`src/rtl/selecting_result_judge.sv`:
```
// Judges a slot-machine reel result once every reel has stopped and the code has been stable
// for SETTLE cycles, then presents the score and a blink pattern on wins.
module selecting_result_judge #(
  parameter int unsigned SETTLE    = 16,
  parameter int unsigned BLINK_DIV = 12500000,
  parameter int unsigned BLINK_N   = 6
) (
  input  logic        clk,
  input  logic        rst,
  input  logic [6:0]  flag,
  input  logic [27:0] code,
  output logic        result_valid,
  output logic        win,
  output logic [7:0]  score_bcd,
  output logic        blink
);

  localparam int unsigned SetW = $clog2(SETTLE + 1);
  localparam int unsigned DivW = $clog2(BLINK_DIV + 1);
  localparam int unsigned TogW = $clog2(BLINK_N + 1);

  typedef enum logic [2:0] {StIdle, StSettle, StEval, StShow, StHold} state_e;

  // Declaration initialisers give reset values in simulation before rst is ever asserted.
  state_e            state_q   = StIdle;
  state_e            state_d;
  logic [27:0]       code_q    = '0;
  logic [27:0]       code_d;
  logic [SetW-1:0]   set_cnt_q = '0;
  logic [SetW-1:0]   set_cnt_d;
  logic [DivW-1:0]   div_q     = '0;
  logic [DivW-1:0]   div_d;
  logic [TogW-1:0]   tog_q     = '0;
  logic [TogW-1:0]   tog_d;
  logic              valid_q   = 1'b0;
  logic              valid_d;
  logic              win_q     = 1'b0;
  logic              win_d;
  logic [7:0]        score_q   = '0;
  logic [7:0]        score_d;
  logic              blink_q   = 1'b0;
  logic              blink_d;

  logic              any_run;
  logic              div_wrap;
  logic              last_tog;
  logic [7:0]        judged;

  // Score of a latched code as two BCD digits; out-of-range fields compare as raw nibbles.
  function automatic logic [7:0] judge(input logic [27:0] c);
    logic [2:0] m;
    logic [6:0] s;
    logic [6:0] tens;
    logic [6:0] ones;
    m = '0;
    for (int i = 0; i < 5; i++) begin
      if (c[4*i +: 4] == c[3:0]) m = m + 3'd1;
    end
    case (m)
      3'd5:    s = 7'd50;
      3'd4:    s = 7'd20;
      3'd3:    s = 7'd10;
      3'd2:    s = 7'd2;
      default: s = 7'd0;
    endcase
    if (c[27:24] == 4'd4 && c[23:20] == 4'hA) s = s + 7'd30;
    if (s > 7'd99) s = 7'd99;
    tens = s / 7'd10;
    ones = s % 7'd10;
    return {tens[3:0], ones[3:0]};
  endfunction

  assign any_run  = (flag != 7'h00);
  assign div_wrap = (div_q == DivW'(BLINK_DIV - 1));
  assign last_tog = div_wrap && (tog_q == TogW'(BLINK_N - 1));
  assign judged   = judge(code_q);

  always_ff @(posedge clk) begin
    if (rst) begin
      state_q   <= StIdle;
      code_q    <= '0;
      set_cnt_q <= '0;
      div_q     <= '0;
      tog_q     <= '0;
      valid_q   <= 1'b0;
      win_q     <= 1'b0;
      score_q   <= '0;
      blink_q   <= 1'b0;
    end else begin
      state_q   <= state_d;
      code_q    <= code_d;
      set_cnt_q <= set_cnt_d;
      div_q     <= div_d;
      tog_q     <= tog_d;
      valid_q   <= valid_d;
      win_q     <= win_d;
      score_q   <= score_d;
      blink_q   <= blink_d;
    end
  end

  always_comb begin
    state_d   = state_q;
    code_d    = code_q;
    set_cnt_d = set_cnt_q;
    div_d     = div_q;
    tog_d     = tog_q;
    valid_d   = valid_q;
    win_d     = win_q;
    score_d   = score_q;
    blink_d   = blink_q;
    unique case (state_q)
      StIdle: begin
        if (!any_run) begin
          state_d   = StSettle;
          code_d    = code;
          set_cnt_d = '0;
        end
      end
      StSettle: begin
        if (any_run) begin
          state_d = StIdle;
        end else if (code != code_q) begin
          code_d    = code;
          set_cnt_d = '0;
        end else begin
          set_cnt_d = set_cnt_q + SetW'(1);
          if (set_cnt_q == SetW'(SETTLE - 1)) state_d = StEval;
        end
      end
      StEval: begin
        state_d = StShow;
        score_d = judged;
        win_d   = (judged != 8'h00);
        valid_d = 1'b1;
        blink_d = 1'b0;
        div_d   = '0;
        tog_d   = '0;
      end
      StShow: begin
        if (any_run) begin
          state_d = StIdle;
          valid_d = 1'b0;
          win_d   = 1'b0;
          score_d = '0;
          blink_d = 1'b0;
        end else if (!win_q) begin
          state_d = StHold;
          blink_d = 1'b0;
        end else if (div_wrap) begin
          div_d = '0;
          tog_d = tog_q + TogW'(1);
          if (last_tog) begin
            state_d = StHold;
            blink_d = 1'b0;
          end else begin
            blink_d = ~blink_q;
          end
        end else begin
          div_d = div_q + DivW'(1);
        end
      end
      StHold: begin
        if (any_run) begin
          state_d = StIdle;
          valid_d = 1'b0;
          win_d   = 1'b0;
          score_d = '0;
          blink_d = 1'b0;
        end
      end
      default: state_d = StIdle;
    endcase
  end

  always_comb begin
    result_valid = valid_q;
    win          = win_q;
    score_bcd    = score_q;
    blink        = blink_q;
  end

endmodule

```
`config.mk`:
```
export PLATFORM = sky130hd
export DESIGN_NAME = selecting_result_judge
export DESIGN_NICKNAME = d
export VERILOG_FILES = /design/src/rtl/selecting_result_judge.sv
export SDC_FILE = /design/constraint.sdc
export NUM_CORES = 1
export LEC_CHECK = 0
export CAP_MARGIN = 10
export CELL_PAD_IN_SITES_DETAIL_PLACEMENT = 1
export CELL_PAD_IN_SITES_GLOBAL_PLACEMENT = 1
export CORE_AREA = 2 2 105 107
export CTS_BUF_LIST = sky130_fd_sc_hd__clkbuf_16
export DETAILED_ROUTE_END_ITERATION = 12
export DIE_AREA = 0 0 107 109
export PLACE_DENSITY = 0.8
export SYNTH_ARGS = -nofsm -noshare
export SYNTH_HDL_FRONTEND = slang
export SYNTH_SLANG_ARGS = --single-unit
```
`constraint.sdc`:
```
create_clock -name clk -period 7.07 [get_ports clk]
set_clock_uncertainty 0.05 [all_clocks]
set_input_delay 2.121 -clock clk [delete_from_list [all_inputs] [get_ports clk]]
set_output_delay 2.121 -clock clk [all_outputs]
set_load 0.005 [all_outputs]
```
# Word level (Yosys, flattened, before mapping)
# Cells that the tools add are included.
[word_totals] input_bits=37 reg_bits=74 word_cells=110
[op_classes] n_mux=43 div_mod_pow=2 n_bitwise=1 n_reduce_logical=17 n_lt_le_gt_ge=1 addsub=7 n_eq_ne=30
[op_table] op="28-bit two-way mux" count=3
[op_table] op="24-bit two-way mux" count=3
[op_table] op="28-bit one-hot mux with 2 select lines" count=1
[op_table] op="24-bit one-hot mux with 2 select lines" count=1
[op_table] op="3-bit two-way mux" count=15
[op_table] op="28-bit != test" count=1
[op_table] op="24-bit by 1-bit adder with 24-bit output (second input constant)" count=1
[op_table] op="24-bit == test (second input constant)" count=1
[op_table] op="6-bit one-hot mux with 4 select lines" count=1
[op_table] op="4-bit == test" count=4
[op_table] op="8-bit one-hot mux with 2 select lines" count=1
[op_table] op="5-bit two-way mux" count=3
[op_table] op="3-bit one-hot mux with 5 select lines" count=1
[op_table] op="7-bit two-way mux" count=2
[op_table] op="2-bit != test (second input constant)" count=7
[op_table] op="3-bit by 2-bit == test with 1-bit output (second input constant)" count=4
[op_table] op="3-bit == test (second input constant)" count=4
[op_table] op="5-bit one-hot mux with 2 select lines" count=1
[op_table] op="3-bit by 1-bit adder with 3-bit output (second input constant)" count=3
[op_table] op="3-bit AND reduction" count=3
[op_table] op="8-bit two-way mux" count=1
[op_table] op="4-bit != test (second input constant)" count=2
[op_table] op="4-bit AND reduction" count=2
[op_table] op="8-bit nonzero test" count=1
[op_table] op="26 further kinds" count=35

# Longest topological paths before layout
[logic_depth] ltp_word=17 mapped_depth=30

# Worst setup path after synthesis
# No wires, ideal clock.
[synth_timing] kind="register to register" start="register code_q[0]" end="register score_q[1] (netlist: score_bcd[1])" path_stages_with_launch=30 t_arrival_ps=5734 slack_ps=1159 path_buffers=3 path_cell_list="dfxtp_1 > buf_4 > xor2_1 > or4_4 > clkinv_4 > fa_1 > clkbuf_1 > inv_1 > nand3_1 > o21a_1 > inv_1 > ha_1 > o22a_1 > nand2_1 > o21ai_0 > ha_1 > inv_1 > a211o_1 > nand2_1 > ha_1 > buf_1 > a21oi_1 > o31ai_1 > nor2_1 > o21a_1 > o21a_1 > ha_1 > a311o_1 > o2111ai_1 > or3b_1"
[synth_via] elab_chain_cells=16
[synth_rtl] item="start, declared" line_no="27" text="logic [27:0] code_q = '0;"
[synth_rtl] item="start signal, assigned" line_no="91" text="code_q <= code_d;"
[synth_rtl] item="4-bit == test" line_no="57" text="if (c[4*i +: 4] == c[3:0]) m = m + 3'd1;"
[synth_rtl] item="2-bit two-way mux" line_no="57"
[synth_rtl] item="2-bit by 1-bit adder with 3-bit output" line_no="57"
[synth_rtl] item="3-bit two-way mux" line_no="57"
[synth_rtl] item="3-bit by 1-bit adder with 3-bit output" line_no="57"
[synth_rtl] item="3-bit two-way mux" line_no="57"
[synth_rtl] item="3-bit by 1-bit adder with 3-bit output" line_no="57"
[synth_rtl] item="3-bit two-way mux (*)" line_no="57"
[synth_rtl] item="3-bit by 2-bit == test with 1-bit output or 3-bit == test (tied branches)" line_no="59" text="case (m)"
[synth_rtl] item="6-bit one-hot mux with 4 select lines (*)" line_no="59"
[synth_rtl] item="7-bit by 5-bit adder with 7-bit output" line_no="66" text="if (c[27:24] == 4'd4 && c[23:20] == 4'hA) s = s + 7'd30;"
[synth_rtl] item="7-bit two-way mux (*)" line_no="66"
[synth_rtl] item="7-bit > comparator" line_no="67" text="if (s > 7'd99) s = 7'd99;"
[synth_rtl] item="7-bit two-way mux (*)" line_no="67"
[synth_rtl] item="7-bit by 4-bit remainder unit with 7-bit output (*)" line_no="69" text="ones = s % 7'd10;"
[synth_rtl] item="8-bit one-hot mux with 2 select lines (*)" line_no="112" text="unique case (state_q)"
[synth_rtl] item="end signal, assigned" line_no="97" text="score_q <= score_d;"
[synth_rtl] item="end, declared" line_no="39" text="logic [7:0] score_q = '0;"
# Mark *: on every way between the ends. The rest lies on a longest branch, timed or not.
# A chain may end at the register's enable or synchronous reset.

# Final worst setup path
[layout_timing] start="register code_q[3]" end="register score_q[1] (netlist: score_bcd[1])"
# The elaborated chain is that of the path after synthesis.

==> impl_metrics.json <==
{
  "status": "finished clean",
  "crit_path_max_fanout": 8,
  "die_y_um": 109,
  "cp.arrival_ns": 6.87,
  "drtIter0Drc": 191,
  "min_period_over_period_pct": 94.75,
  "syn_inst": 530,
  "yosysSeqAreaShare_pct": 33.13,
  "yosys.area.top_type": "dfxtp_1",
  "final_area_um2": 5351,
  "setup_tns_ns": 0,
  "rsz0062_at_grt": "false",
  "drtPass1Iterations": 5,
  "gp_congestion": 0.8759,
  "cp-endpoint": "score_bcd[1]$_SDFFE_PP0P_",
  "core_area_um2": 10600,
  "clock_latency_ns": 0.34,
  "clockBufferDepth": 2,
  "async_reset_ff_share_pct": 0,
  "required_ns": 7.24,
  "yosysMostFrequentCell": "nor2_1",
  "drtAntennaViolNets": 0,
  "synthFlopType": "dfxtp_1",
  "start_kind": "flip-flop",
  "antennaDiodeCount": 0,
  "synth_edf_count": 0,
  "synth_warnings": 0,
  "cts_made_buffers": 9,
  "min-delay-path-class": "flip-flop to flip-flop",
  "syn_area_um2": 4472,
  "placed_area_um2": 5035,
  "htree_levels": 3,
  "power.leakage_nw": 1.929,
  "p_per_area_nw_per_um2": 189.5,
  "report.final.slew_viol_count": 0,
  "synth_common_cells": "nor2_1, dfxtp_1, xnor2_1",
  "synth.top_cell.area_share_pct": 33.13,
  "max_freq_mhz": 149.3,
  "grt_max_degree": 50,
  "rr_worst_depth": 27,
  "layout-drive-gt1-share_pct": 5.420,
  "synth_cell_type_count": 72,
  "cts_tree": "built",
  "vias": 3984,
  "period_needed_ns": 6.699,
  "routedWlPerCell_um": 17.16,
  "hpwl_mm": 8.825,
  "setup_violations": 0,
  "cts_sinks": 74,
  "worstReg2RegEnd": "score_bcd[1]$_SDFFE_PP0P_",
  "slowest_stage": "or4_4",
  "synth_area_leaders": "dfxtp_1, xnor2_1, mux2i_1",
  "syn_area_per_cell_um2": 8.437,
  "crit_path_end_kind": "flip-flop",
  "io_buffer_count": 47,
  "die_x_um": 107,
  "ys_ff_latch": 74,
  "r2r_setup_slack_ns": 0.37,
  "max_stage_delay_ns": 0.62,
  "reg2reg_from": "code_q[3]$_SDFFE_PP0P_",
  "cap_violations": 0,
  "cts_root_buf": "clkbuf_16",
  "peakVddDrop_v": 0.00009700,
  "cts_setup_buffers": 0,
  "hold_viol": 0,
  "start_util_pct": 42.18,
  "wirelength_mm": 12.22,
  "fill_cells": 1272,
  "drc": 0,
  "cp_num_cells": 27,
  "gr-usage-all-layers_pct": 22.66,
  "dieArea_um2": 11660,
  "cpMostUsedCell": "ha_1",
  "crit_type": "flip-flop to flip-flop",
  "viasPerCell": 5.596,
  "cts.clk_slew.worst_paths_ns": 0.06,
  "grt_pass1_vias": 4268,
  "num_rows": 38,
  "syn-num-nets": 579,
  "antenna_found_initial": 0,
  "critPathTopFamily": "compound AO/OA/AOI/OAI gates",
  "grt_pass1_wl_mm": 20.85,
  "grt-ovfl-total": 0,
  "worst_slew_pin_slew_ns": 1.078,
  "path_buf_inv": 4,
  "startpoint": "code_q[3]$_SDFFE_PP0P_",
  "max_slew_margin_pct": 27.10,
  "nets": 616,
  "syn2layout_area_growth_pct": 19.67,
  "io-pin-count": 48
}
report_power, final:
group / switching, mW / internal, mW
clock network: 0.184 / 0.305
logic: 0.0586 / 0.0477
registers: 0.00108 / 0.418
worst min path at each step:
stage	slack, ns	depth (start not counted)	endpoint	from
detailed placement	0.40	1	score_bcd[0]$_SDFFE_PP0P_	score_bcd[0]$_SDFFE_PP0P_
CTS	0.41	2	score_bcd[7]$_SDFFE_PP0P_	score_bcd[7]$_SDFFE_PP0P_
finish	0.41	2	score_bcd[7]$_SDFFE_PP0P_	score_bcd[7]$_SDFFE_PP0P_
global route	0.44	2	score_bcd[7]$_SDFFE_PP0P_	score_bcd[7]$_SDFFE_PP0P_
global placement	0.39	2	score_bcd[7]$_SDFFE_PP0P_	score_bcd[7]$_SDFFE_PP0P_
floorplan	0.40	2	score_bcd[7]$_SDFFE_PP0P_	score_bcd[7]$_SDFFE_PP0P_
cells by family after synthesis:
kind of cell	synth area share, %
AO/OA/AOI/OAI	13.43
multiplexers	7.415
buffers and inverters	3.553
XOR/XNOR	14.30
AND/OR/NAND/NOR	24.65
flip-flops	33.13
adder cells (fa/ha/maj)	3.525
layout by cell type, fill, tap and decap left out, types with 6 or more instances in the layout:
| cell type | synthesis | routed |
|---|---|---|
| a21oi_1 | 21 | 21 |
| and2_1 | 10 | 10 |
| and3_1 | 6 | 6 |
| clkbuf_16 | 0 | 9 |
| clkdlybuf4s50_1 | 0 | 47 |
| dfxtp_1 | 74 | 74 |
| ha_1 | 11 | 11 |
| inv_1 | 13 | 15 |
| mux2i_1 | 32 | 32 |
| nand2_1 | 31 | 31 |
| nand3_1 | 20 | 20 |
| nand4_1 | 14 | 14 |
| nor2_1 | 80 | 79 |
| nor2b_1 | 8 | 8 |
| nor3_1 | 12 | 12 |
| nor4_1 | 9 | 9 |
| o21ai_0 | 12 | 12 |
| or3_1 | 6 | 6 |
| xnor2_1 | 37 | 37 |
| xor2_1 | 36 | 36 |
tightest hold or removal path: stages (launching register included):
cell and delay [ns]:
dfxtp_1 0.31, nand2_1 0.05, a21oi_1 0.05
through the flow:
stage | util [%] | hold slack (ns) | power (mW) | setup slack (ns) | std cells
after floorplan | - | 0.3982 | 0.4914 | 1.159 | 530
after global placement | 47.49 | 0.3901 | 0.5279 | 0.8767 | 696
after detailed placement | 47.49 | 0.3980 | 0.5315 | 0.4944 | 696
after CTS | 50.42 | 0.4108 | 1.020 | 0.3970 | 712
after global routing | 50.47 | 0.4378 | 1.051 | 0.03500 | 712
final | 50.47 | 0.4079 | 1.014 | 0.3714 | 712
layout make-up:
cell class / instances / area, um2 / area share (%)
multi-input cells: 419 / 2844 / 53.14
flip-flops and latches: 74 / 1481 / 27.68
repair buffers: 48 / 478.0 / 8.931
clock buffers: 9 / 225.2 / 4.209
well taps: 140 / 175.2 / 3.273
clock inverters: 7 / 86.33 / 1.613
inverters: 15 / 61.31 / 1.146
registers in the layout, indices dropped and copies added (netlist names):
name / count
code_q: 28
div_q: 24
score_bcd: 8
set_cnt_q: 5
state_q: 3
tog_q: 3
blink: 1
result_valid: 1
win: 1
metal layers:
layer	track usage [%]	wire length, um
met4	7.236	191
met1	28.11	5652
met3	4.782	396
met2	39.40	5976
met5	0	0
repair_timing:
| item | 4_1_cts | 5_1_grt |
|---|---|---|
| setup endpoints to repair | 0 | 1 |
| hold buffers | 0 | 0 |
| gates resized for setup | 0 | 1 |
(Power assumes the default switching activity.)
